$ cat config.mk
export PLATFORM = sky130hd
export DESIGN_NAME = seq_div
export DESIGN_NICKNAME = d
export VERILOG_FILES = /design/src/rtl/div_pkg.sv /design/src/rtl/div_step.sv /design/src/rtl/seq_div.sv
export SDC_FILE = /design/constraint.sdc
export NUM_CORES = 1
export LEC_CHECK = 0
export CAP_MARGIN = 10
export CORE_MARGIN = 1.5
export CORE_UTILIZATION = 37
export CTS_BUF_LIST = sky130_fd_sc_hd__clkbuf_8 sky130_fd_sc_hd__clkbuf_16
export DETAILED_ROUTE_END_ITERATION = 16
export PLACE_DENSITY = 0.6
export SLEW_MARGIN = 20
export SYNTH_ARGS = -nofsm -noshare
export SYNTH_HDL_FRONTEND = slang
export SYNTH_SLANG_ARGS = --single-unit
$ cat constraint.sdc
create_clock -name clk_i -period 2 [get_ports clk_i]
set_input_delay 0.6 -clock clk_i [delete_from_list [all_inputs] [get_ports clk_i]]
set_output_delay 0.6 -clock clk_i [all_outputs]
set_load 0.01 [all_outputs]
$ cat src/rtl/div_pkg.sv
// div_pkg: shared widths, state encoding and counter sizing for seq_div
package div_pkg;
  localparam int WIDTH_A_DEF = 16;
  localparam int WIDTH_B_DEF = 8;
  localparam int CNT_W_DEF = $clog2(WIDTH_A_DEF);
  typedef enum logic {IDLE, WORK} state_t;
  function automatic int cnt_w(input int w);
    return (w <= 1) ? 1 : $clog2(w);
  endfunction
endpackage

$ cat src/rtl/div_step.sv
// div_step: one restoring-division step (shift in a dividend bit, compare, subtract)
module div_step #(
  parameter int WIDTH_B = 8
) (
  input  logic [WIDTH_B:0]   i_rem,
  input  logic               i_bit,
  input  logic [WIDTH_B-1:0] i_div,
  output logic [WIDTH_B:0]   o_rem,
  output logic               o_q
);
  logic [WIDTH_B:0] w_sh;
  always_comb begin
    w_sh = {i_rem[WIDTH_B-1:0], i_bit};
    o_q = w_sh >= {1'b0, i_div};
    o_rem = o_q ? w_sh - {1'b0, i_div} : w_sh;
  end
endmodule

$ cat src/rtl/seq_div.sv
// seq_div: sequential unsigned restoring divider, one quotient bit per clock,
// start/busy handshake shared with the sequential multiplier.
module seq_div
  import div_pkg::*;
#(
  parameter int WIDTH_A = WIDTH_A_DEF,
  parameter int WIDTH_B = WIDTH_B_DEF
) (
  input  logic               clk_i,
  input  logic               rst_i,
  input  logic [WIDTH_A-1:0] a_bi,
  input  logic [WIDTH_B-1:0] b_bi,
  input  logic               start_i,
  output logic               busy_o,
  output logic [WIDTH_A-1:0] y_bo,
  output logic [WIDTH_B-1:0] r_bo,
  output logic               div0_o
);
  localparam int CW = cnt_w(WIDTH_A);
  state_t             r_state, w_next;
  logic [WIDTH_A-1:0] r_a, w_a_nxt, r_y;
  logic [WIDTH_B-1:0] r_b, r_r;
  logic [WIDTH_B:0]   r_rem, w_rem;
  logic [CW-1:0]      r_cnt;
  logic               r_div0, w_q, w_last, w_zero;
  div_step #(.WIDTH_B(WIDTH_B)) u_step (
    .i_rem(r_rem),
    .i_bit(r_a[WIDTH_A-1]),
    .i_div(r_b),
    .o_rem(w_rem),
    .o_q  (w_q)
  );
  // quotient bits shift into the vacated LSBs of the dividend register
  always_comb begin
    w_a_nxt = {r_a[WIDTH_A-2:0], w_q};
    w_last = r_cnt == CW'(WIDTH_A - 1);
    w_zero = r_b == '0;
    w_next = (r_state == IDLE) ? (start_i ? WORK : IDLE)
                               : ((w_zero || w_last) ? IDLE : WORK);
  end
  always_ff @(posedge clk_i or negedge rst_i)
    if (!rst_i) r_state <= IDLE;
    else r_state <= w_next;
  always_ff @(posedge clk_i or negedge rst_i) begin
    if (!rst_i) begin
      r_a <= '0;
      r_b <= '0;
      r_rem <= '0;
      r_cnt <= '0;
      r_y <= '0;
      r_r <= '0;
      r_div0 <= 1'b0;
    end else if (r_state == IDLE) begin
      if (start_i) begin
        r_a <= a_bi;
        r_b <= b_bi;
        r_rem <= '0;
        r_cnt <= '0;
      end
    end else if (w_zero) begin
      r_y <= '1;
      r_r <= r_a[WIDTH_B-1:0];
      r_div0 <= 1'b1;
    end else begin
      r_a <= w_a_nxt;
      r_rem <= w_rem;
      r_cnt <= w_last ? '0 : r_cnt + 1'b1;
      if (w_last) begin
        r_y <= w_a_nxt;
        r_r <= w_rem[WIDTH_B-1:0];
        r_div0 <= 1'b0;
      end
    end
  end
  assign busy_o = r_state == WORK;
  assign y_bo = r_y;
  assign r_bo = r_r;
  assign div0_o = r_div0;
endmodule

# After elaboration in Yosys (flattened, before gate mapping)
# Cells that the tools add are included.
[word_totals]
register_bits = 62
inputBits = 27
output_inout_bits = 26
elab_cells = 41
[classes]
add_sub_neg = 2
magnitude_cmp = 1
n_eq_ne = 2
n_mux = 20
bitwise = 1
n_reduce_logical = 7
[ops]
columns = ["op", "count"]
rows = [
  ["16-bit two-way mux", 5],
  ["8-bit two-way mux", 6],
  ["4-bit two-way mux", 4],
  ["9-bit by 8-bit >= comparator with 1-bit output", 1],
  ["8-bit logical NOT", 1],
  ["8-bit subtractor", 1],
  ["2-bit AND reduction", 3],
  ["1-bit two-way mux", 5],
  ["4-bit by 1-bit adder with 4-bit output, second input constant", 1],
  ["4-bit == test, second input constant", 1],
  ["2-bit nonzero test", 2],
  ["2-bit inequality test, second input constant", 1],
  ["1-bit logical OR", 1],
  ["1-bit NOT", 1],
]

# Logic depth before layout (Yosys ltp)
[logic_depth]
ltp_word = 4
depth_mapped = 9
mapped_depth_nobuf = 9

# Modules after synthesis
# From an unflattened synthesis, not the netlist that was laid out.
[unflattened]
cells_unflattened = 371
area_unflattened_um2 = 3534.6
[by_module_without_submodules]
columns = ["module", "instances", "cells_each", "area_each_um2", "seq_area_each_um2"]
rows = [
  ["seq_div", 1, 295, 2987.9, 1576.5],
  ["div_step", 1, 76, 546.8, 0.0],
]

# Worst setup path before layout
# No wires, ideal clock.
[synth_path]
path_type = "register to register"
startpoint = "register r_b[6]"
endpoint = "register r_r[2], in the netlist r_bo[2]"
setup_time_ns = 0.136
arrival_ns = 1.850
required_time_ns = 1.864
slack_ns = 0.014
stages_incl_launch_ff = 10
n_path_buf = 2
synth_period_minus_slack_ns = 1.986
path_cell_list = "dfrtp_1 inv_1 ha_1 buf_2 a21oi_1 o221ai_1 a21o_1 buf_4 mux2i_1 a21oi_1"
[synth_between]
elab_chain_len = 4
elab_cells_between_ends = 7
cone_classes = "order compare (1); mux (3); reduce/logical (3)"
[synth_lines]
columns = ["item", "line_no", "rtl"]
rows = [
  ["start, declared", "seq_div.sv:22", "logic [WIDTH_B-1:0] r_b, r_r;"],
  ["start signal, assigned", "seq_div.sv:56", "r_b <= b_bi;"],
  ["9-bit by 8-bit >= comparator with 1-bit output", "div_step.sv:14", "o_q = w_sh >= {1'b0, i_div};"],
  ["8-bit two-way mux", "div_step.sv:15", "o_rem = o_q ? w_sh - {1'b0, i_div} : w_sh;"],
  ["8-bit two-way mux", "seq_div.sv:68", "if (w_last) begin"],
  ["8-bit two-way mux", "seq_div.sv:60", "end else if (w_zero) begin"],
  ["end signal, assigned", "seq_div.sv:62", "r_r <= r_a[WIDTH_B-1:0];"],
  ["end signal, assigned", "seq_div.sv:70", "r_r <= w_rem[WIDTH_B-1:0];"],
  ["end, declared", "seq_div.sv:22", ""],
]
# Parallel ways exist; a longest one is shown, timed or not. The select of a mux whose other input is x is not followed.
# A chain may end at the register's enable or synchronous reset.

# Final worst setup path
[layout_path]
startpoint = "register r_a[15]"
endpoint = "register r_r[6], in the netlist r_bo[6]"
[layout_between]
elab_chain_len = 4
elab_cells_between_ends = 5
cone_classes = "add/sub (1); order compare (1); mux (3)"
[layout_lines]
columns = ["item", "line_no", "rtl"]
rows = [
  ["start, declared", "seq_div.sv:21", "logic [WIDTH_A-1:0] r_a, w_a_nxt, r_y;"],
  ["start signal, assigned", "seq_div.sv:55", "r_a <= a_bi;"],
  ["start signal, assigned", "seq_div.sv:65", "r_a <= w_a_nxt;"],
  ["8-bit subtractor or 9-bit by 8-bit >= comparator with 1-bit output (tied branches)", "div_step.sv:15, div_step.sv:14", ""],
  ["8-bit two-way mux (*)", "div_step.sv:15", ""],
  ["8-bit two-way mux (*)", "seq_div.sv:68", ""],
  ["8-bit two-way mux (*)", "seq_div.sv:60", ""],
]
# Mark *: on every way between the ends. The rest lies on a longest branch, timed or not. The select of a mux whose other input is x is not followed.

==> impl_metrics.toml <==
[flow_run]
maxCapViolCount = 0

[timing]
setup_viol = 0
fin_setup_tns_ns = 0
post-route-period-util_pct = 96.7
timing.final.ws_setup_ns = 0.0657
tightest_slew_ns = 0.686
slew-limit-headroom_pct = 54.1
min_period_ns = 1.93
slew_violations = 0
hold_viol_final = 0
timing.fmax_mhz = 517
clock_skew_ns = 0.0125
rsz0062_at_grt = "true"

[floorplan]
die-width_um = 96.0
rows = 33
dieHeight_um = 96.0
num_io_pins = 53
coreArea_um2 = 8300
die_area_um2 = 9220
start_util_pct = 38.6

[pwr]
combinationalPowerShare_pct = 57.5
report.power.total_mw = 8.76
pwr-share-clk_pct = 14.7
p_seq_share_pct = 27.8
p_leak_nw = 1.91
swShare_pct = 40.5
ir_drop_mv = 0.783
power_switching_mw = 3.55
powerDensity_nw_per_um2 = 1980
p_int_mw = 5.21

[clock_network]
cts_buffer_depth = 2
h-tree-depth = 3
clkLatencyLatePin_ns = 0.35
clock_sinks = 62
clkTransAtPathRegs_ns = 0.08
tritoncts = "done"
numCtsBuffers = 9
cts-root-buf = "clkbuf_8"
hold_buffers = 0

[global_route]
antenna_found_initial = 0
grt_max_degree = 63
globalRouteOverflowTotal = 0
grt_first_pass_wirelength_um = 13700
groute.usage.overall_pct = 20.0
grt_pass1_vias = 2722

[setup_path]
critPathArrivalTime_ns = 2.16
end_kind = "flip-flop"
cp_common_cell = "inv_2"
path_class = "flip-flop to flip-flop"
startpoint_type = "flip-flop"
cp_slowest_cell = "dfrtp_1"
slowest_delay_ns = 0.39
critical_path.cell_chain = "inv_2 -> ha_4 -> inv_2 -> fa_2 -> a211oi_2 -> or4b_1 -> o2111ai_2 -> mux2i_1 -> o21ai_1"
required_ns = 2.23
worstPathMaxFanout = 3

[detailed_routing]
wirelength_um = 8620
routed_via_density = 5.39
drc_errors = 0
first_iter_violations = 172
num_vias = 2766
wl_per_cell_um = 16.8
firstDrtPassIters = 4
drtAntennaViolNets = 0

[synthesis]
synth-seq-cells = 62
synthXorXnorAreaFrac_pct = 0.821
syn-num-nets = 348
ys_types = 55
synth_top_family_by_area = "compound AO/OA/AOI/OAI gates"
synth_simple_gate_area_share_pct = 12.4
synth_compound_area_share_pct = 22.4
avgSynthCellArea_um2 = 10.3
postSynthCellCount = 311
synth_area_um2 = 3200
yosys-mux-area-fraction_pct = 6.29
ys_warn_count = 0
synthAdderAreaFrac_pct = 4.14
ys_async_sr_fraction_pct = 100
synth-main-ff-cell = "dfrtp_1"
synth_edf_count = 0
synth_seq_area_share_pct = 48.5

[cells_and_area]
post-route-util_pct = 53.3
final_cells = 513
final_common_cell = "dfrtp_1"
final_cell_mix = "dfrtp_1 (62), clkdlybuf4s50_1 (51), buf_4 (44)"
syn2layout_area_growth_pct = 38.2
drive_gt1_share_pct = 24.3
nets = 440
n_antenna_cell = 0

[placed_design]
gp_congestion = 0.880
dp_slack_ns = -0.0621
dp_hpwl_um = 6120
placed_cells = 495
io_buffers = 52

[run_status]
status = "finished, final reports clean"

[worst_hold_path]
hold_class = "input pin to async pin"
==> power by group through the flow <==
stage | Clock (mW) | Sequential (mW) | Combinational, mW
2_1_floorplan | 0 | 2.42 | 2.59
3_3_place_gp | 0 | 2.42 | 4.51
3_5_place_dp | 0 | 2.43 | 4.58
4_1_cts | 1.31 | 2.42 | 4.67
5_1_grt | 1.37 | 2.51 | 5.53
6_report | 1.29 | 2.44 | 5.04
==> routing by layer <==
metal / up-vias / share of wire, % / global-route usage [%]
li1: 1331 / - / -
met1: 1358 / 46 / 26.6
met2: 65 / 48 / 32.2
met3: 12 / 3.5 / 3.95
met4: 0 / 1.6 / 7.23
met5: - / 0 / 0
==> stage by stage <==
step,area [um^2],hold WS [ns]
floorplan,3200,0.304
global placement,4080,0.466
detailed placement,4080,0.470
CTS,4320,0.254
global route,4430,0.276
finish,4430,0.241
==> layout make-up <==
class / count / area (um^2)
Clock buffer: 10 / 138
Clock inverter: 6 / 93.8
Fill cell: 758 / 3870
Inverter: 12 / 45.0
Multi-Input combinational cell: 220 / 1580
Sequential cell: 62 / 1550
Tap cell: 105 / 131
Timing Repair Buffer: 98 / 886
==> path summary, 6_finish.rpt <==
path,start,end,slack (ns),cells after the start
max in group asynchronous,rst_i,r_cnt[3]$_DFFE_PN0P_,1.48,2
worst max-delay path,r_a[15]$_DFFE_PN0P_,r_bo[6]$_DFFE_PN0P_,0.07,9
worst max register to register,r_a[15]$_DFFE_PN0P_,r_bo[6]$_DFFE_PN0P_,0.07,9
min in group clk_i,y_bo[9]$_DFFE_PN0P_,y_bo[9]$_DFFE_PN0P_,0.49,1
worst min register to register,y_bo[9]$_DFFE_PN0P_,y_bo[9]$_DFFE_PN0P_,0.49,1
worst min-delay path,rst_i,y_bo[15]$_DFFE_PN0P_,0.24,2
==> worst max-delay path, delay by kind of cell (launching register included) <==
family	cells	cell delay (ns)
DFF	1	0.39
muxes	1	0.20
adders and majority gates	2	0.50
AOI/OAI and AO/OA	3	0.45
and+or+nand+nor	1	0.16
buffers and inverters	2	0.12
==> cell usage after synthesis (all sizes together), types with 4 or more instances <==
master / count / area, um^2
o22ai: 6 / 37.5
mux2i: 19 / 190
o22a: 15 / 131
o2111ai: 4 / 35.0
nor2: 11 / 43.8
ha: 9 / 113
o21ai: 41 / 231
buf: 12 / 108
inv: 12 / 45.0
a21o: 5 / 38.8
nand2: 40 / 150
dfrtp: 62 / 1550
a21oi: 15 / 78.8
nand3: 12 / 65.1
clkbuf: 5 / 21.3
==> sequential cells by signal (all words and copies together), names as in the netlist <==
signal  cells
r_cnt       4
div0_o      1
r_bo        8
busy_o      1
y_bo       16
r_b         8
r_a        16
r_rem       8
==> logic make-up after synthesis <==
logic type	Yosys count
AOI/OAI and AO/OA	106
and+or+nand+nor	81
adders and majority gates	10
DFF	62
muxes	20
buffers and inverters	29
xor gates and xnor gates	3
==> repair_timing <==
action                                  CTS  global route
endpoints found under the setup margin    9            18
gates resized for setup                   4            22
gates cloned                              0             0
buffers inserted                          0             2
pin swaps                                 0             6
Note: power is estimated with default switching activity, not from simulation.
